<file path="src/rtl/line_mem_arbiter.sv">
// Round-robin arbiter sharing one 128-bit line RAM between two whole-line requesters.
// Optional performance counters are compiled in with `define ARB_PERF_EN.
module line_mem_arbiter #(
  parameter int ADDR_W = 20,
  parameter int LINE_W = 128,
  parameter int BE_W   = 4,
  parameter int RD_LAT = 1
) (
  input  logic              clk,
  input  logic              rst,
  input  logic              req0,
  input  logic              we0,
  input  logic [ADDR_W-1:0] addr0,
  input  logic [LINE_W-1:0] wdata0,
  input  logic [BE_W-1:0]   be0,
  output logic              ack0,
  output logic [LINE_W-1:0] rdata0,
  input  logic              req1,
  input  logic              we1,
  input  logic [ADDR_W-1:0] addr1,
  input  logic [LINE_W-1:0] wdata1,
  input  logic [BE_W-1:0]   be1,
  output logic              ack1,
  output logic [LINE_W-1:0] rdata1,
`ifdef ARB_PERF_EN
  output logic [31:0]       gnt_cnt0,
  output logic [31:0]       gnt_cnt1,
  output logic [31:0]       stall_cnt,
`endif
  output logic              WE,
  output logic [BE_W-1:0]   BE,
  output logic [ADDR_W-1:0] ram_addr,
  output logic [LINE_W-1:0] ram_data_w,
  input  logic [LINE_W-1:0] ram_data_r
);

  typedef enum logic [1:0] {IDLE, ACCESS, WAIT, RESP} state_t;

  state_t              state_q, state_d;
  logic                gsel_q, gsel_d;
  logic                last_q, last_d;
  logic [2:0]          cnt_q, cnt_d;
  logic                ack0_q, ack0_d, ack1_q, ack1_d;
  logic [LINE_W-1:0]   rdata0_q, rdata0_d, rdata1_q, rdata1_d;
  logic                we_q, we_d;
  logic [BE_W-1:0]     be_q, be_d;
  logic [ADDR_W-1:0]   addr_q, addr_d;
  logic [LINE_W-1:0]   wdata_q, wdata_d;
  logic                grant;
  logic                g_we;

  // RAM-side outputs are registered, so they are loaded on the edge entering ACCESS.
  always_comb begin
    state_d  = state_q;
    gsel_d   = gsel_q;
    last_d   = last_q;
    cnt_d    = cnt_q;
    rdata0_d = rdata0_q;
    rdata1_d = rdata1_q;
    ack0_d   = 1'b0;
    ack1_d   = 1'b0;
    we_d     = 1'b0;
    be_d     = '0;
    addr_d   = '0;
    wdata_d  = '0;
    grant    = 1'b0;
    g_we     = gsel_q ? we1 : we0;
    case (state_q)
      IDLE: begin
        if (req0 || req1) begin
          grant   = (req0 && req1) ? ~last_q : req1;
          gsel_d  = grant;
          state_d = ACCESS;
          we_d    = grant ? we1    : we0;
          be_d    = grant ? be1    : be0;
          addr_d  = grant ? addr1  : addr0;
          wdata_d = grant ? wdata1 : wdata0;
        end
      end
      ACCESS: begin
        if (g_we) begin
          state_d = RESP;
          ack0_d  = ~gsel_q;
          ack1_d  = gsel_q;
        end else begin
          state_d = WAIT;
          cnt_d   = 3'(RD_LAT - 1);
          addr_d  = addr_q;
        end
      end
      WAIT: begin
        if (cnt_q != 3'd0) begin
          cnt_d  = cnt_q - 3'd1;
          addr_d = addr_q;
        end else begin
          if (gsel_q) rdata1_d = ram_data_r;
          else        rdata0_d = ram_data_r;
          state_d = RESP;
          ack0_d  = ~gsel_q;
          ack1_d  = gsel_q;
        end
      end
      RESP: begin
        last_d  = gsel_q;
        state_d = IDLE;
      end
      default: state_d = IDLE;
    endcase
  end

  always_ff @(posedge clk or negedge rst) begin
    if (!rst) begin
      state_q  <= IDLE;
      gsel_q   <= 1'b0;
      last_q   <= 1'b1;
      cnt_q    <= '0;
      ack0_q   <= 1'b0;
      ack1_q   <= 1'b0;
      rdata0_q <= '0;
      rdata1_q <= '0;
      we_q     <= 1'b0;
      be_q     <= '0;
      addr_q   <= '0;
      wdata_q  <= '0;
    end else begin
      state_q  <= state_d;
      gsel_q   <= gsel_d;
      last_q   <= last_d;
      cnt_q    <= cnt_d;
      ack0_q   <= ack0_d;
      ack1_q   <= ack1_d;
      rdata0_q <= rdata0_d;
      rdata1_q <= rdata1_d;
      we_q     <= we_d;
      be_q     <= be_d;
      addr_q   <= addr_d;
      wdata_q  <= wdata_d;
    end
  end

  assign ack0       = ack0_q;
  assign ack1       = ack1_q;
  assign rdata0     = rdata0_q;
  assign rdata1     = rdata1_q;
  assign WE         = we_q;
  assign BE         = be_q;
  assign ram_addr   = addr_q;
  assign ram_data_w = wdata_q;

`ifdef ARB_PERF_EN
  logic [31:0] gnt_cnt0_q, gnt_cnt0_d, gnt_cnt1_q, gnt_cnt1_d, stall_cnt_q, stall_cnt_d;
  logic        stall;

  always_comb begin
    stall = (req0 && (gsel_q != 1'b0 || state_q != IDLE)) ||
            (req1 && (gsel_q != 1'b1 || state_q != IDLE));
    gnt_cnt0_d  = gnt_cnt0_q + {31'd0, ack0_q};
    gnt_cnt1_d  = gnt_cnt1_q + {31'd0, ack1_q};
    stall_cnt_d = stall_cnt_q + {31'd0, stall};
  end

  always_ff @(posedge clk or negedge rst) begin
    if (!rst) begin
      gnt_cnt0_q  <= '0;
      gnt_cnt1_q  <= '0;
      stall_cnt_q <= '0;
    end else begin
      gnt_cnt0_q  <= gnt_cnt0_d;
      gnt_cnt1_q  <= gnt_cnt1_d;
      stall_cnt_q <= stall_cnt_d;
    end
  end

  assign gnt_cnt0  = gnt_cnt0_q;
  assign gnt_cnt1  = gnt_cnt1_q;
  assign stall_cnt = stall_cnt_q;
`endif

endmodule
</file>
<file path="config.mk">
export PLATFORM = sky130hd
export DESIGN_NAME = line_mem_arbiter
export DESIGN_NICKNAME = d
export VERILOG_FILES = /design/src/rtl/line_mem_arbiter.sv
export SDC_FILE = /design/constraint.sdc
export NUM_CORES = 1
export LEC_CHECK = 0
export CAP_MARGIN = 15
export CELL_PAD_IN_SITES_DETAIL_PLACEMENT = 1
export CELL_PAD_IN_SITES_GLOBAL_PLACEMENT = 2
export CORE_AREA = 3 3 332 334
export DETAILED_ROUTE_END_ITERATION = 16
export DIE_AREA = 0 0 335 337
export MAX_ROUTING_LAYER = met4
export PLACE_DENSITY = 0.66
export SKIP_LAST_GASP = 1
export SLEW_MARGIN = 20
export SYNTH_ARGS = -nofsm -noshare
export SYNTH_HDL_FRONTEND = slang
export SYNTH_SLANG_ARGS = --single-unit
</file>
<file path="constraint.sdc">
create_clock -name clk -period 2.65 [get_ports clk]
set_clock_uncertainty 0.2 [all_clocks]
set_input_delay 0.53 -clock clk [delete_from_list [all_inputs] [get_ports clk]]
set_output_delay 0.53 -clock clk [all_outputs]
set_load 0.03 [all_outputs]
</file>
==> results.yml, run 1 <==
clock_tree:
  cts.htree.levels: 2
  tritoncts: "yes"
  clockRootBuffer: "sky130_fd_sc_hd__clkbuf_16"
  cts_setup_buffers: 0
  tritoncts_num_sinks: 418
  cts_inserted_buffers: 51
  clk_pin_slew_ns: 0.06
  clk_latency_ns: 0.62
  deepest_clock_path_buffer_count: 3
final_layout:
  layout-drive-gt1-share: 0.184
  area_growth_syn_to_layout_pct: 72.3
  fin_area_um2: 28700
  nNetsFinal: 2565
sta:
  max_clock_freq_ghz: 0.395
  hold_viol_final: 0
  final_min_period_over_clock_period: 0.954
  timing_worst_slew_pin_value_ns: 0.619
  grt_setup_unrepaired: "false"
  slew_headroom: 0.587
  final_max_slew_viol_count: 0
  final_critical_period_ns: 2.53
  setup_tns_ns: 0
  worst_slack_ns: 0.121
  final_report_setup_violation_count: 0
synth:
  netlist_instances: 1240
  synthesized_nets: 1684
  postSynthAreaPerCell_um2: 13.4
  seq_area_frac_synth: 0.628
  postSynthRegisterBits: 418
  ys_warn_count: 0
  syn-cell-area_um2: 16700
  netlist-cell-type-count: 34
placement:
  dpl_worst_slack_ns: 0.146
  gpl.final_weighted_congestion: 0.831
  dpl_cell_area_um2: 27100
  detailed_place_hpwl_um: 60800
  io_buffer_count: 848
global_routing:
  globalRouteOverflowTotal: 0
  grt_usage: 0.135
  grt_first_pass_wirelength_um: 110000
  largest_net_degree_at_the_start_of_global_routing: 66
  antenna_found_initial: 11
  via_count_of_the_first_global_routing_pass: 15400
setup_path:
  end_kind: "output port"
  critical_path_depth_in_cells: 1
  crit_path_max_fanout: 1
  setup.worst_path.class: "register to output port"
  worst_ep_arrival_time_ns: 1.80
  cp_cell_sequence: "clkdlybuf4s50_1"
  worst_ep_required_time_ns: 1.92
  number_of_cell_instances_on_the_worst_register_to_register_path: 6
  critical_path.slowest_cell: "sky130_fd_sc_hd__clkdlybuf4s50_1"
  critical-path-top-delay-family: "buffers and inverters"
  cpPeakStageDelay_ns: 0.73
  critical_path.startpoint_type: "register"
  critical_path.n_buffers_inverters: 1
die:
  core-area_um2: 107000
  fp.dieW_um: 335
  start_util: 0.155
  boundaryPins: 849
  die-area_um2: 113000
  row_count: 120
  floorplan.die.height_um: 337
route:
  routed_via_count: 13400
  drt_iter0_drc: 341
  drtPass1Iterations: 4
  routedWlPerCell_um: 21.6
  route.antenna.remaining_nets: 0
  drc: 0
  totalWireLength_um: 77200
  detail_route.vias_per_cell: 3.75
job:
  cap_violations: 0
pwr:
  power.density_nw_per_um2: 1230
  ir_drop_uv: 538
  leakage_power_figure_uw: 0.0123
min_path:
  hold_path_class: "input pin to register"
  holdPathStages: 3
status:
  result_of_the_run: "finished clean"
## layout make-up
type	count	area [um^2]
Fill cell	11900	78500
Sequential cell	418	10500
Timing Repair Buffer	905	9200
Multi-Input combinational cell	740	5670
Tap cell	1403	1760
Clock buffer	82	1500
Clock inverter	11	97.6
Inverter	5	18.8
Antenna cell	6	15.0
## report_power, final
group	leakage [uW]	internal, uW	switching [uW]
Clock	0.000782	3880	2870
Sequential	0.00521	9030	1490
Combinational	0.00631	8250	9870
## through the flow
stage | hold slack (ns) | total power (uW) | cells | utilization
6_report | 0.252 | 35400 | 3570 | 0.268
5_1_grt | 0.228 | 37200 | 3570 | 0.268
4_1_cts | 0.184 | 36100 | 3564 | 0.268
3_5_place_dp | 0.275 | 29000 | 3470 | 0.253
3_3_place_gp | 0.271 | 28700 | 3470 | 0.253
2_1_floorplan | 0.0344 | 20400 | 1240 | -
## synth_stat cells, drive strengths merged
master	instances	area [um^2]
a31oi	1	6.26
clkbuf	28	105
nor2b	2	12.5
a21oi	133	666
ha	6	75.1
o22a	1	8.76
dfrtp	417	10400
a22o	1	8.76
nor2	4	15.0
mux2	257	3300
nand2b	1	6.26
or2	1	8.76
nand3	1	5.00
or4bb	1	11.3
buf	49	443
nand2	274	1030
inv	5	18.8
nand3b	2	15.0
a22oi	1	7.51
o31ai	2	15.0
o2bb2ai	20	175
o21ai	6	30.0
a21boi	1	7.51
and2	1	6.26
mux2i	21	210
nor3	2	10.0
dfstp	1	26.3
nor4b	1	8.76
## path summary, 6_finish.rpt
| path | from | endpoint | slack [ns] |
|---|---|---|---|
| worst min register to register | ram_addr[16] | ram_addr[16] | 0.30 |
| min in group asynchronous | rst | ram_addr[8] | 0.27 |
| max in group asynchronous | rst | ram_data_w[114] | 1.23 |
| worst min-delay path | wdata1[92] | ram_data_w[92] | 0.25 |
| worst max-delay path | ram_data_w[31] | ram_data_w[31] | 0.12 |
| worst max register to register | state_q[0] | rdata1[13] | 0.19 |
## sequential cells by signal, summed over array words and instances, names as in the netlist
| signal | count |
|---|---|
| ack0 | 1 |
| cnt_q | 3 |
| WE | 1 |
| ack1 | 1 |
| ram_addr | 20 |
| gsel_q | 1 |
| state_q | 2 |
| last_q | 1 |
| rdata1 | 128 |
| rdata0 | 128 |
| ram_data_w | 128 |
| BE | 4 |
## repair_timing
item	in CTS	in global routing
hold endpoints to repair	32	0
hold buffers	1	0
gates resized for setup	3	0
endpoints found under the setup margin	3	0
## placed cells by master (no fill, tap or decap), types with 2 or more instances in the layout
cell and count:
sky130_fd_sc_hd__a21oi_1 133, sky130_fd_sc_hd__nand2_1 273, sky130_fd_sc_hd__clkbuf_16 51, sky130_fd_sc_hd__nand3b_1 2, sky130_fd_sc_hd__clkbuf_8 11, sky130_fd_sc_hd__dlygate4sd2_1 3
sky130_fd_sc_hd__mux2_2 148, sky130_fd_sc_hd__buf_12 23, sky130_fd_sc_hd__nor2_1 3, sky130_fd_sc_hd__ha_1 6, sky130_fd_sc_hd__nor3_1 2, sky130_fd_sc_hd__dfrtp_1 417
sky130_fd_sc_hd__o31ai_1 2, sky130_fd_sc_hd__diode_2 6, sky130_fd_sc_hd__inv_1 5, sky130_fd_sc_hd__clkbuf_1 20, sky130_fd_sc_hd__clkdlybuf4s50_1 840, sky130_fd_sc_hd__o2bb2ai_1 20
sky130_fd_sc_hd__nor2b_1 2, sky130_fd_sc_hd__o21ai_0 5, sky130_fd_sc_hd__mux2_4 109, sky130_fd_sc_hd__clkinv_2 7, sky130_fd_sc_hd__mux2i_1 21, sky130_fd_sc_hd__buf_4 37
## worst register-to-register path, cell delays in order, from the launching register on
cell and delay, ns:
sky130_fd_sc_hd__dfrtp_1 0.43, sky130_fd_sc_hd__inv_1 0.11, sky130_fd_sc_hd__ha_1 0.30, sky130_fd_sc_hd__nand3b_1 0.21
sky130_fd_sc_hd__or2_4 0.31, sky130_fd_sc_hd__buf_12 0.31, sky130_fd_sc_hd__mux2_2 0.48
## layer usage
metal,vias to the layer above,GRT usage,wire [um],share of wire
met2,546,0.235,39300,0.51
met3,121,0.0464,6280,0.081
met1,6744,0.144,29500,0.38
met5,-,-,0,0
li1,5983,-,-,-
met4,0,0.0433,2090,0.027
## cell families after synthesis
kind of cell / after synthesis / share of synthesized area
AO/OA/AOI/OAI: 166 / 0.0555
adder cells (fa/ha/maj): 6 / 0.00450
buffers and inverters: 82 / 0.0340
flip-flops: 418 / 0.628
multiplexers: 278 / 0.211
AND/OR/NAND/NOR: 290 / 0.0676
Note: power is estimated with default switching activity, not from simulation.
==> run 2, diff against run 1 <==
Settings changed: GPL_TIMING_DRIVEN set to 1, HOLD_SLACK_MARGIN set to 0.05.
==> results of run 2 <==
Same layout as run 1: the final DEF is identical, and so are final timing and power.
==> edit, RTL diff (flow settings as in run 1) <==
Build with the macro `ARB_PERF_EN` defined.
--- a/src/rtl/line_mem_arbiter.sv
+++ b/src/rtl/line_mem_arbiter.sv
@@ -2,2 +2,4 @@
 // Optional performance counters are compiled in with `define ARB_PERF_EN.
+`define ARB_PERF_EN
+
 module line_mem_arbiter #(
Check against the original RTL (old outputs only; new: gnt_cnt0, gnt_cnt1 and stall_cnt): equivalent (Yosys induction, for registers that start in step).
==> edit against run 1 <==
Register-to-register slack got worse by 20 ps; clock power increased by 36%; worst hold slack got worse by 46 ps; setup slack got worse by 37 ps; routed wire length increased by 26%; largest power group unchanged; combinational power increased by 4%; total power increased by 14%; synthesized area increased by 22%; sequential cell count increased by 96; design area increased by 20%; synthesized cell count increased by 31%; global-route usage increased by 3.5 points.
==> edit: results (changes against run 1) <==
* Syn avg cell area at 12.5 um^2 (-6.9%)
* Layout cell share with drive strength beyond 1 at 17.4% (-0.99 points)
* Port Buffers at 944 (+11%)
* FFs w/ async S/R, synth at 100% (unchanged)
* First-pass DRT Iterations at 5 (+1)
* Via Count at 17065 (+27%)
* Fill cells at 11773 (-0.85%)
* Post-synth top cells: dfrtp_1 (513), nand2_1 (323), mux2_2 (259)
* Crit. Startpoint: stall_cnt[1]
* HP Class: primary input to async pin
* Initial antenna violation count at 36 (+25)
* Global-route wire length before repair at 136 mm (+24%)
* Reg2reg start: state_q[0]
* Place WS at -429 ps (-576 ps)
* Grt met2 use at 29.0% (+5.6 points)
* R2R Setup Slk at 170 ps (-20 ps)
* Largest net degree at the start of global routing at 87 (+32%)
* Placed Cells at 3959 (+14%)
* Max incr delay on CP at 790 ps (+60 ps)
* Iter 0 DRT Violations at 585 (+72%)
* H-tree depth at 3 (+1)
* WL met3 at 8.15 mm (+30%)
* Post-detail-place hpwl at 76.9 mm (+26%)
* P_sw at 15.8 mW (+11%)
* WP data arrival at 1840 ps (+40 ps)
* Worst Reg-to-Reg Cells at 13 (+7)
* Sequential fraction of the synthesis area at 63.2% (+0.41 points)
* M1 GR Usage at 17.7% (+3.2 points)
* Distinct cell type count after synthesis at 36 (+5.9%)
* Critical R2R Capture: stall_cnt[20]
* Vias in the first global route at 18940 (+23%)
* Num CTS Buffers at 66 (+29%)
* Slew @ Worst Pin at 693 ps (+74.2 ps)
* Routed wire length at 97.2 mm (+26%)
* Met1 wire length at 35.9 mm (+22%)
* Clk_lat worst skew at 610 ps
* GR met3 Demand/Resource at 6.24% (+1.6 points)
* Clock slew at reported path FFs at 60 ps (about the same)
* Period Utilization, post-route at 96.8% (+1.4 points)
* Met2 Wirelength at 50.1 mm (+27%)
* GRT Total Usage at 17.0% (+3.5 points)
* Leak at 14.6 nW (+19%)
* Syn_nets at 2078 (+23%)
* Crit Path Max Fanout at 4 (+3)
* Most used DFF post-synth: dfrtp_1
* Top cells by area, synth: dfrtp_1 (63%), mux2_2 (14%), nand2_1 (6.0%)
* Clock Path Buffers at 3 (unchanged)
* Wire per inst at 23.7 um (+9.5%)
* Top Layer Used: met4
* Gpl congestion at 0.907 (+9.2%)
* Max VDD drop at 590 uV (+9.7%)
* Crit path to: stall_cnt[1]
* Number of nets in the layout at 3082 (+20%)
* Status: finished clean
[edit: area by class of cell]
type                    count  area, um^2  area share [%]
inverters                  10        37.5           0.109
repair buffers           1025       10400            30.0
multi-input cells        1014        7200            20.9
clock buffers             101        1960            5.70
diodes                     24        60.1           0.174
clock inverters            17         253           0.733
flip-flops and latches    514       12900            37.3
well taps                1403        1760            5.09
[edit: logic make-up (layout without fill, tap and decap cells)]
kind of cell	after synthesis	after routing	share of synthesized area [%]
flops	514	514	63.2
simple gates	463	463	10.2
mux	279	279	15.3
compound gates	169	169	4.56
buf+inv	99	1153	2.11
xor+xnor	90	90	3.87
fa+ha+maj	13	13	0.799
other cells	0	24	0
[edit: per-stage QoR]
step                      utilization (%)  instance area [um^2]
after global routing                 32.2                 34500
after detailed placement             29.9                 32100
after floorplan                         -                 20400
after global placement               29.9                 32100
after CTS                            32.0                 34300
final                                32.2                 34500
[edit: repair_timing]
| action | in CTS | in global routing |
|---|---|---|
| hold buffers | 1 | 0 |
| gates resized for setup | 12 | 20 |
| hold endpoints to repair | 97 | 0 |
| setup endpoints to repair | 27 | 24 |
| pin swaps | 0 | 6 |
| setup buffers | 0 | 5 |
| cloned | 0 | 1 |
[edit: power by group through the flow]
stage                     registers [mW]  logic [mW]  clock network [mW]
after global placement              12.1        18.8                   0
final                               12.1        18.9                9.16
after detailed placement            12.2        19.0                   0
after global routing                12.5        19.8                9.90
after CTS                           12.1        19.1                9.53
after floorplan                     17.3        4.45                   0
[edit: worst min-delay path by stage]
stage	startpoint	to	slack, ps	cells after the start
finish	rst	rdata1[29]	210	2
floorplan	rst	BE[0]	30	0
global route	rst	rdata1[29]	200	2
detailed placement	rst	rdata1[29]	260	1
global placement	rst	rdata0[29]	250	1
CTS	rst	rdata1[29]	160	2
